### src/rtl/adder_subtractor_binary_multiword.sv
// ============================================================================
// adder_subtractor_binary_multiword
//
// Purpose:
//   Multi-cycle two's-complement adder/subtractor for wide operands. Each
//   RUN cycle handles one CHUNK_WIDTH-bit slice, least-significant first.
//   The carry (add) or borrow (sub) moves between slices in a register, so
//   the combinational carry chain in any one cycle is only CHUNK_WIDTH bits.
//   The final slice also yields carry_out and signed overflow.
//
// Optional feature (compile-time macro):
//   ADDER_SUBTRACTOR_BINARY_MULTIWORD_SATURATE_EN
//     When defined, an overflowing result is clamped. The clamp is the most
//     positive value when A >= 0, or the most negative value when A < 0.
//     The clamp is applied on the edge that enters DONE, so it adds no
//     latency. carry_out and overflow still report the unclamped operation.
//
// Ports:
//   clock      in   sole clock, rising edge
//   clear_n    in   asynchronous active-low reset
//   in_valid   in   operands/mode valid
//   in_ready   out  block can accept an operation (IDLE)
//   add_sub    in   0: A+B+carry_in, 1: A-B-carry_in
//   carry_in   in   carry in (add) / borrow in (sub)
//   A_in       in   operand A, WORD_WIDTH bits
//   B_in       in   operand B, WORD_WIDTH bits
//   out_valid  out  result valid (DONE)
//   out_ready  in   consumer accepts result
//   sum_out    out  result, WORD_WIDTH bits
//   carry_out  out  carry out (add) / borrow out (sub)
//   overflow   out  signed overflow
// ============================================================================
module adder_subtractor_binary_multiword #(
    parameter int CHUNK_WIDTH = 8,
    parameter int CHUNK_COUNT = 4
) (
    input  logic                                 clock,
    input  logic                                 clear_n,
    input  logic                                 in_valid,
    output logic                                 in_ready,
    input  logic                                 add_sub,
    input  logic                                 carry_in,
    input  logic [CHUNK_WIDTH*CHUNK_COUNT-1:0]   A_in,
    input  logic [CHUNK_WIDTH*CHUNK_COUNT-1:0]   B_in,
    output logic                                 out_valid,
    input  logic                                 out_ready,
    output logic [CHUNK_WIDTH*CHUNK_COUNT-1:0]   sum_out,
    output logic                                 carry_out,
    output logic                                 overflow
);

    localparam int WORD_WIDTH = CHUNK_WIDTH * CHUNK_COUNT;
    localparam int CNT_W      = (CHUNK_COUNT > 1) ? $clog2(CHUNK_COUNT) : 1;
    localparam logic [CNT_W-1:0] LAST_CHUNK = CNT_W'(CHUNK_COUNT - 1);

    typedef enum logic [1:0] {
        IDLE = 2'd0,
        RUN  = 2'd1,
        DONE = 2'd2
    } state_t;

    state_t state_reg, state_next;

    logic [WORD_WIDTH-1:0]  a_reg, b_reg;
    logic                   sub_reg;
    logic                   carry_reg;
    logic [CNT_W-1:0]       count_reg;
    logic                   carry_out_reg;
    logic                   overflow_reg;
    logic [CHUNK_WIDTH-1:0] sum_chunk_reg [CHUNK_COUNT];

    logic [CHUNK_WIDTH-1:0] a_chunk [CHUNK_COUNT];
    logic [CHUNK_WIDTH-1:0] b_chunk [CHUNK_COUNT];

    logic [CHUNK_WIDTH-1:0] a_cur, b_cur, s_cur;
    logic [CHUNK_WIDTH:0]   ext_cur;
    logic                   c_cur;
    logic                   ovf_cur;
    logic                   last_chunk;
    logic                   accept;
    logic                   a_msb, b_msb;

    // Slice the registered operands and reassemble the result word.
    generate
        for (genvar gi = 0; gi < CHUNK_COUNT; gi++) begin : g_chunk
            assign a_chunk[gi] = a_reg[gi*CHUNK_WIDTH +: CHUNK_WIDTH];
            assign b_chunk[gi] = b_reg[gi*CHUNK_WIDTH +: CHUNK_WIDTH];
            assign sum_out[gi*CHUNK_WIDTH +: CHUNK_WIDTH] = sum_chunk_reg[gi];
        end
    endgenerate

    assign a_msb = a_reg[WORD_WIDTH-1];
    assign b_msb = b_reg[WORD_WIDTH-1];

    // One slice of arithmetic. The extra top bit of ext_cur is the carry
    // out (add) or the borrow out (sub).
    always_comb begin
        a_cur      = a_chunk[count_reg];
        b_cur      = b_chunk[count_reg];
        last_chunk = (count_reg == LAST_CHUNK);
        if (sub_reg) begin
            ext_cur = {1'b0, a_cur} - {1'b0, b_cur} - {{CHUNK_WIDTH{1'b0}}, carry_reg};
        end else begin
            ext_cur = {1'b0, a_cur} + {1'b0, b_cur} + {{CHUNK_WIDTH{1'b0}}, carry_reg};
        end
        s_cur = ext_cur[CHUNK_WIDTH-1:0];
        c_cur = ext_cur[CHUNK_WIDTH];
        // Overflow is computed from the operand and result signs. This
        // matches carry-into-MSB XOR carry-out-of-MSB, including when a
        // carry or borrow comes in. For an add, overflow needs equal
        // operand signs; for a subtract, it needs different signs.
        // In both cases the result sign must differ from A's sign.
        if (sub_reg) begin
            ovf_cur = (a_msb != b_msb) && (s_cur[CHUNK_WIDTH-1] != a_msb);
        end else begin
            ovf_cur = (a_msb == b_msb) && (s_cur[CHUNK_WIDTH-1] != a_msb);
        end
    end

    // FSM: state register
    always_ff @(posedge clock or negedge clear_n) begin
        if (!clear_n) begin
            state_reg <= IDLE;
        end else begin
            state_reg <= state_next;
        end
    end

    // FSM: next state and handshake outputs
    always_comb begin
        state_next = state_reg;
        in_ready   = 1'b0;
        out_valid  = 1'b0;
        case (state_reg)
            IDLE: begin
                in_ready = 1'b1;
                if (in_valid) begin
                    state_next = RUN;
                end
            end
            RUN: begin
                if (last_chunk) begin
                    state_next = DONE;
                end
            end
            DONE: begin
                out_valid = 1'b1;
                if (out_ready) begin
                    state_next = IDLE;
                end
            end
            default: begin
                state_next = IDLE;
            end
        endcase
    end

    assign accept = in_valid && in_ready;

    // Datapath registers
    always_ff @(posedge clock or negedge clear_n) begin
        if (!clear_n) begin
            a_reg         <= '0;
            b_reg         <= '0;
            sub_reg       <= 1'b0;
            carry_reg     <= 1'b0;
            count_reg     <= '0;
            carry_out_reg <= 1'b0;
            overflow_reg  <= 1'b0;
            for (int i = 0; i < CHUNK_COUNT; i++) begin
                sum_chunk_reg[i] <= '0;
            end
        end else begin
            if (accept) begin
                a_reg     <= A_in;
                b_reg     <= B_in;
                sub_reg   <= add_sub;
                carry_reg <= carry_in;
                count_reg <= '0;
            end else if (state_reg == RUN) begin
                sum_chunk_reg[count_reg] <= s_cur;
                carry_reg                <= c_cur;
                count_reg                <= count_reg + 1'b1;
                if (last_chunk) begin
                    carry_out_reg <= c_cur;
                    overflow_reg  <= ovf_cur;
`ifdef ADDER_SUBTRACTOR_BINARY_MULTIWORD_SATURATE_EN
                    // Clamp the whole word. This assignment overrides the
                    // slice write above because it comes later.
                    if (ovf_cur) begin
                        for (int i = 0; i < CHUNK_COUNT; i++) begin
                            if (i == CHUNK_COUNT - 1) begin
                                sum_chunk_reg[i] <= a_msb ? {1'b1, {(CHUNK_WIDTH-1){1'b0}}}
                                                          : {1'b0, {(CHUNK_WIDTH-1){1'b1}}};
                            end else begin
                                sum_chunk_reg[i] <= a_msb ? {CHUNK_WIDTH{1'b0}}
                                                          : {CHUNK_WIDTH{1'b1}};
                            end
                        end
                    end
`endif
                end
            end
        end
    end

    assign carry_out = carry_out_reg;
    assign overflow  = overflow_reg;

endmodule

### config.mk
export PLATFORM = sky130hd
export DESIGN_NAME = adder_subtractor_binary_multiword
export DESIGN_NICKNAME = d
export VERILOG_FILES = /design/src/rtl/adder_subtractor_binary_multiword.sv
export SDC_FILE = /design/constraint.sdc
export NUM_CORES = 1
export LEC_CHECK = 0
export ABC_AREA = 1
export CAP_MARGIN = 20
export CORE_ASPECT_RATIO = 0.75
export CORE_MARGIN = 2
export CORE_UTILIZATION = 65
export DETAILED_ROUTE_END_ITERATION = 7
export DONT_BUFFER_PORTS = 1
export PLACE_DENSITY = 0.91
export SLEW_MARGIN = 20
export SYNTH_ARGS = -nofsm -noshare
export SYNTH_HDL_FRONTEND = slang
export SYNTH_SLANG_ARGS = --single-unit
### constraint.sdc
create_clock -name clock -period 5.2 [get_ports clock]
set_input_delay 0 -clock clock [delete_from_list [all_inputs] [get_ports clock]]
set_output_delay 0 -clock clock [all_outputs]
set_load 0.1 [all_outputs]
==> summary.txt, run 1 <==
Drt
  – Drt first pass iters: 7
  – WL per Instance: 18.5 um
  – DR vias: 5108
  – Drt total wl: 15700 um
  – Starting DRT DRC Count: 508
  – Vias/cell: 6.02
  – Drt drc: 1
  – Antenna-violating nets left: 0

Job
  – Max-Cap Viols: 0

Place
  – DP HPWL: 9020 um
  – IO buf count: 0
  – Worst slack, placed: 1.81 ns
  – Placed Instances: 757
  – Routability cong.: 0.913

Floorplan
  – Area of the die: 8890 um2
  – Initial Util: 67.2%
  – Row cnt: 28
  – Die H: 82.2 um
  – DIE WIDTH: 108 um
  – CORE AREA: 7880 um2
  – Top Ports: 106

CTS
  – Inserted Clock Buffers: 9
  – H-tree depth: 3
  – CTS tree: done
  – Clk_lat worst skew: 0.40 ns
  – Clk sink count: 104
  – Setup Fix Bufs, Post-CTS: 0
  – CTS resizes: 0
  – Max Buffers Root-to-Sink: 2
  – Clk slew on worst S/H paths: 0.12 ns
  – Post-CTS Hold Fix Bufs: 75
  – Root Buffer: clkbuf_8

Timing
  – Final hold violation count: 0
  – Setup TNS: 0 ns
  – Final Slew Violations: 0
  – Final Worst Setup Slack: 1.60 ns
  – Clock Skews: 0.0260 ns
  – Relative slew slack: 24.9%
  – Final hold slack: 0.199 ns
  – Finish-stage setup viols: 0
  – Post-route clock period utilization: 69.3%
  – Worst slew pin tran: 1.13 ns
  – Fmax achieved: 0.277 GHz
  – RSZ-0062 raised after global routing: false
  – Crit path time final: 3.60 ns

GRT
  – Total GRT Usage: 38.4%
  – First-pass GRT wire length: 25500 um
  – Initial antenna violation count: 0
  – Largest net degree at the start of global routing: 105
  – Remaining Overflow, GRT: 0
  – Vias in the first global route: 5142

Status
  – Failing checks: DRC
  – Status: finished with violations

Final layout
  – Layout overhead on the synthesized area: 18.5%
  – Antenna Cells: 0
  – Multi-input logic area: 2420 um2
  – Final cell count without fillers: 848
  – Nets: 835
  – FF+latch area: 2600 um2
  – Fillers: 444
  – Ratio of cells with drive above 1 in the final layout: 4.98%

Synth
  – YS warnings: 0
  – Mapped Cells: 678
  – Syn Nets: 775
  – Seq cells post-synth: 104
  – Unique masters post-synth: 35
  – Post-synthesis sequential area ratio: 49.1%
  – Syn Std Cell Area: 5300 um2
  – Synth Area per Inst: 7.81 um2

Critical path
  – Crit end category: flop
  – Worst Setup Path Type: flop to flop
  – CP Launch Type: flop
  – Data arrival, critical path: 3.87 ns
  – Worst Path Max Fanout: 34
  – Reg-to-reg setup timing slack: 1.60 ns
  – WP data required: 5.47 ns

Hold path
  – HP Class: input pin to async pin
==> cell usage after synthesis (all sizes together) <==
library cell | number | area, um2
nand2 | 345 | 1300
dfrtp | 104 | 2600
inv | 43 | 164
o21ai | 36 | 184
a21oi | 24 | 124
ha | 23 | 288
nor2 | 22 | 90.1
nand3 | 18 | 105
clkbuf | 17 | 63.8
buf | 11 | 57.6
a32oi | 8 | 70.1
o22ai | 7 | 43.8
fa | 4 | 80.1
and2 | 2 | 12.5
nor3 | 2 | 10.0
o211ai | 2 | 15.0
xor2 | 2 | 17.5
a21boi | 1 | 7.51
a22oi | 1 | 12.5
a31oi | 1 | 6.26
a32o | 1 | 10.0
nand4 | 1 | 6.26
o21a | 1 | 7.51
o31ai | 1 | 7.51
xnor2 | 1 | 8.76
==> critical path: stages (launching register included) <==
cell and delay [ns]:
dfrtp_1 0.77, inv_4 0.27, o21ai_0 0.31, o22ai_1 0.17, ha_1 0.38, inv_2 0.07
ha_1 0.39, nand3_1 0.12, nand3_1 0.13, nand2_1 0.11, nand2_1 0.06, a21oi_1 0.17
a21oi_1 0.09, o21ai_1 0.09, nand2_1 0.18, nand2_1 0.14, nand2_1 0.06
==> per-stage QoR <==
| stage | utilization, % | cell area, um2 |
|---|---|---|
| floorplan | - | 5300 |
| global placement | 67.6 | 5330 |
| detailed placement | 67.6 | 5330 |
| CTS | 79.6 | 6280 |
| global route | 79.6 | 6280 |
| finish | 79.6 | 6280 |
==> worst paths after layout <==
kind	start	end	cells past startpoint
min in group clock	A_in[26]	a_reg[26]	3
worst max-delay path	count_reg[0]	sum_out[22]	16
worst min-delay path	clear_n	a_reg[2]	2
max in group asynchronous	clear_n	sum_out[30]	2
worst min register to register	b_reg[15]	b_reg[15]	2
worst max register to register	count_reg[0]	sum_out[22]	16
==> area by class of cell <==
cell class,count,area share (%)
clock buffers,10,2.03
clock inverters,6,0.817
inverters,43,2.61
multi-input cells,503,38.5
flip-flops and latches,104,41.5
well taps,105,2.09
repair buffers,77,12.5
==> cell usage in the layout, fill, tap and decap left out, drive strengths merged, types with 2 or more instances in the layout <==
cell type	n
clkbuf	10
o211ai	2
buf	3
xor2	2
dlygate4sd3	74
nor2	22
ha	23
o21ai	36
a21oi	24
dfrtp	104
nand2	345
nor3	2
o22ai	7
and2	2
clkinv	4
inv	45
fa	4
nand3	18
a32oi	8
==> per-layer routing <==
layer	share of wire [%]	up-vias	global-route usage (%)
li1	-	2256	-
met5	0	-	0
met2	48	362	63.8
met3	10	89	9.73
met4	5.7	0	21.9
met1	36	2401	46.5
==> cell families after synthesis <==
kind of cell	share of synthesized area, %
and+or+nand+nor	28.8
DFF	49.1
AOI/OAI and AO/OA	9.21
buffers and inverters	5.39
adders and majority gates	6.95
xor gates and xnor gates	0.496
Power of run 1 is left out: the tool's default activity adds up to more than one toggle a clock period on the data nets, which glitch-free logic cannot reach.
==> run 2: changes to the inputs <==
ABC_AREA = 0   (was 1)
CORE_UTILIZATION = 57   (was 65)
PLACE_DENSITY = 0.85   (was 0.91)
clock period = 2.9 ns   (was 5.2 ns; I/O delays follow)
==> run 2 against run 1 <==
Effect of this change: the run ends with setup timing left; sequential cell count unchanged; wire length down 9.2%; first-iteration DRC count down 48%; clock skew down 0.016 ns; die area up 13%; hold slack better by 0.033 ns; global-route usage down 8.4 points; fmax up 15%; via count down 21%; setup slack worse by 1.8 ns; critical path type unchanged.
==> summary.txt, run 2 <==
Critical path
  – Max incr delay on CP: 0.58 ns (-0.19 ns)
  – Worst Setup Path Type: flop to flop
  – WP data required: 3.12 ns (-2.35 ns)
  – Worst Path Max Fanout: 4 (-88%)
  – Reg-to-reg setup timing slack: -0.22 ns (-1.82 ns)
  – CP Launch Type: flop
  – RR Endpoint: overflow
  – CP max stage cell: mux4_2
  – Worst-path cell chain: buf_6, buf_12, buf_6, mux4_2, ha_4, nand2b_1, a21oi_1, a311oi_1, buf_4, mux2i_2, buf_4, mux2i_2, o2111ai_2
  – Data arrival, critical path: 3.34 ns (-0.53 ns)
  – Crit end category: flop
  – R2r startpoint: count_reg[0]
  – Buf/Inv on CP: 5 (+3)
  – R2R depth: 13 (-3)
  – CP delay by family, top: multiplexers

Timing
  – Final hold violation count: 0 (unchanged)
  – Relative slew slack: 45.4% (+21 points)
  – Fmax achieved: 0.320 GHz (+15%)
  – Final Slew Violations: 0 (unchanged)
  – Post-route clock period utilization: 108% (+38 points)
  – Crit path time final: 3.12 ns (-0.481 ns)
  – Final Worst Setup Slack: -0.222 ns (-1.82 ns)
  – Clock Skews: 0.00993 ns (-0.0160 ns)
  – Worst slew pin tran: 0.818 ns (-0.307 ns)
  – Finish-stage setup viols: 21 (+21)
  – RSZ-0062 raised after global routing: true

CTS
  – Max Buffers Root-to-Sink: 2 (unchanged)
  – Clk slew on worst S/H paths: 0.08 ns (-0.04 ns)
  – H-tree depth: 3 (unchanged)
  – Inserted Clock Buffers: 9 (unchanged)
  – Clk_lat worst skew: 0.36 ns (-0.04 ns)
  – Root Buffer: clkbuf_16
  – CTS tree: done
  – Clk sink count: 104 (unchanged)

Floorplan
  – Row cnt: 30 (+7.1%)
  – Area of the die: 10000 um2 (+13%)
  – DIE WIDTH: 115 um (+6.3%)
  – Top Ports: 106 (unchanged)
  – Die H: 87.3 um (+6.2%)
  – Initial Util: 58.6% (-8.6 points)
  – CORE AREA: 9010 um2 (+14%)

Synth
  – Cell taking the most area after synthesis: dfrtp_1
  – Syn Nets: 529 (-32%)
  – Number of enable flip-flop cells after synthesis: 0 (unchanged)
  – Ranking of synthesized cells by area: dfrtp_1 (49%), mux2_2 (14%), ha_1 (5.5%)
  – Most instantiated cells after synthesis: dfrtp_1 (104), mux2_2 (65), nand2_1 (44)
  – Synth top area share: 49.3% (+0.20 points)
  – Unique masters post-synth: 50 (+43%)
  – Most frequent cell after synthesis: dfrtp_1
  – YS warnings: 0 (unchanged)
  – Mapped Cells: 432 (-36%)
  – Synth Area per Inst: 12.2 um2 (+56%)
  – Ys async rst share: 100% (unchanged)
  – Post-synthesis sequential area ratio: 49.3% (+0.20 points)
  – Synth Flop Type: dfrtp_1
  – Seq cells post-synth: 104 (unchanged)
  – Syn Std Cell Area: 5280 um2 (-0.40%)

GRT
  – First-pass GRT wire length: 22400 um (-12%)
  – Largest net degree at the start of global routing: 105 (unchanged)
  – Initial antenna violation count: 0 (unchanged)
  – Total GRT Usage: 30.0% (-8.4 points)
  – Remaining Overflow, GRT: 0 (unchanged)
  – Vias in the first global route: 4303 (-16%)

Drt
  – Met2 wire length: 7280 um (-3.4%)
  – Top Metal Used: met4
  – Drt drc: 0 (-1)
  – Vias/cell: 5.75 (-4.6%)
  – Met3 wire len: 823 um (-48%)
  – M1 WL: 5840 um (+2.5%)
  – Starting DRT DRC Count: 263 (-48%)
  – Antenna-violating nets left: 0 (unchanged)
  – DR vias: 4029 (-21%)
  – WL per Instance: 20.4 um (+9.8%)
  – Drt first pass iters: 4 (-3)
  – Drt total wl: 14300 um (-9.2%)

Final layout
  – Commonest cells after routing, fill and taps aside: dfrtp_1 (104), buf_4 (84), dlygate4sd3_1 (68)
  – Most common cell after layout, fill and taps aside: dfrtp_1
  – Final cell count without fillers: 701 (-17%)
  – Layout overhead on the synthesized area: 38.6%
  – Ratio of cells with drive above 1 in the final layout: 41.3% (+36 points)
  – Nets: 681 (-18%)
  – Antenna Cells: 0 (unchanged)

Status
  – Failing checks: setup timing
  – Status: finished with violations

Hold path
  – Hold Path Origin: in_valid
  – Worst Hold Depth: 3
  – HP Class: input pin to flop
  – WHS Endpoint: b_reg[31]

Place
  – Placed Instances: 608 (-20%)
  – Routability cong.: 0.904 (-1.0%)
  – DP HPWL: 9110 um (+1.0%)
  – IO buf count: 0 (unchanged)

Job
  – Max-Cap Viols: 0 (unchanged)
run 2: changes by cell type after synthesis, sizes merged, moves of 8 or more:
cell / before / now
nand2: 345 / 44
a32oi: 8 / 0
a21oi: 24 / 8
nand3: 18 / 3
nor2: 22 / 14
inv: 43 / 30
mux4: 0 / 15
mux2: 0 / 67
run 2: layer usage:
metal / track usage, % / vias up
met5: 0 / -
met4: 9.42 / 0
met3: 8.56 / 30
met2: 51.8 / 143
met1: 36.8 / 2033
li1: - / 1823
run 2: cell type report:
cell class | count | area (um2)
multi-input combinational | 278 | 2710
sequential | 104 | 2600
fill | 467 | 1700
timing repair buffer | 161 | 1460
clock buffer | 11 | 253
tap | 112 | 140
inverter | 30 | 115
clock inverter | 5 | 38.8
run 2: cells by family after synthesis:
group / after synthesis / synth area share (%)
flip-flops: 104 / 49.3
multiplexers: 88 / 22.3
AND/OR/NAND/NOR: 82 / 6.97
AO/OA/AOI/OAI: 70 / 8.63
buffers and inverters: 50 / 3.91
adder cells (fa/ha/maj): 27 / 6.97
XOR/XNOR: 11 / 1.83
run 2: per-stage QoR:
stage / util, % / hold WS (ns) / instance area, um2 / setup WS, ns / TNS [ns]
after detailed placement: 67.8 / -0.291 / 6110 / -0.253 / -3.58
final: 81.2 / 0.231 / 7310 / -0.222 / -3.14
after CTS: 80.5 / 0.253 / 7250 / -0.222 / -3.33
after global placement: 67.8 / -0.291 / 6110 / -0.202 / -2.01
after floorplan: - / -0.296 / 5420 / -0.114 / -0.421
after global routing: 81.2 / 0.273 / 7310 / -0.341 / -5.59
run 2: how the worst max path moves through the flow:
stage	slack, ns	start	cells after the start	to
after global placement	-0.20	count_reg[0]	11	sum_out[13]
after global routing	-0.34	count_reg[0]	13	overflow
after detailed placement	-0.25	count_reg[0]	11	sum_out[19]
final	-0.22	count_reg[0]	13	overflow
after CTS	-0.22	count_reg[0]	12	sum_out[13]
after floorplan	-0.11	count_reg[0]	12	overflow
run 2: repair_timing:
action,CTS,global route
endpoints found under the hold margin,171,0
hold buffers,69,0
cloned,0,0
setup endpoints to repair,23,23
pin swaps,16,14
resized for setup,22,16
setup buffers,7,1
run 2: worst register-to-register path: cells and delay by family (launching register included):
family	cells	cell delay, ns
compound gates	3	0.47
fa+ha+maj	1	0.31
buf+inv	5	0.68
flops	1	0.39
mux	3	1.03
simple gates	1	0.11
Power of run 2 is left out for the same reason.
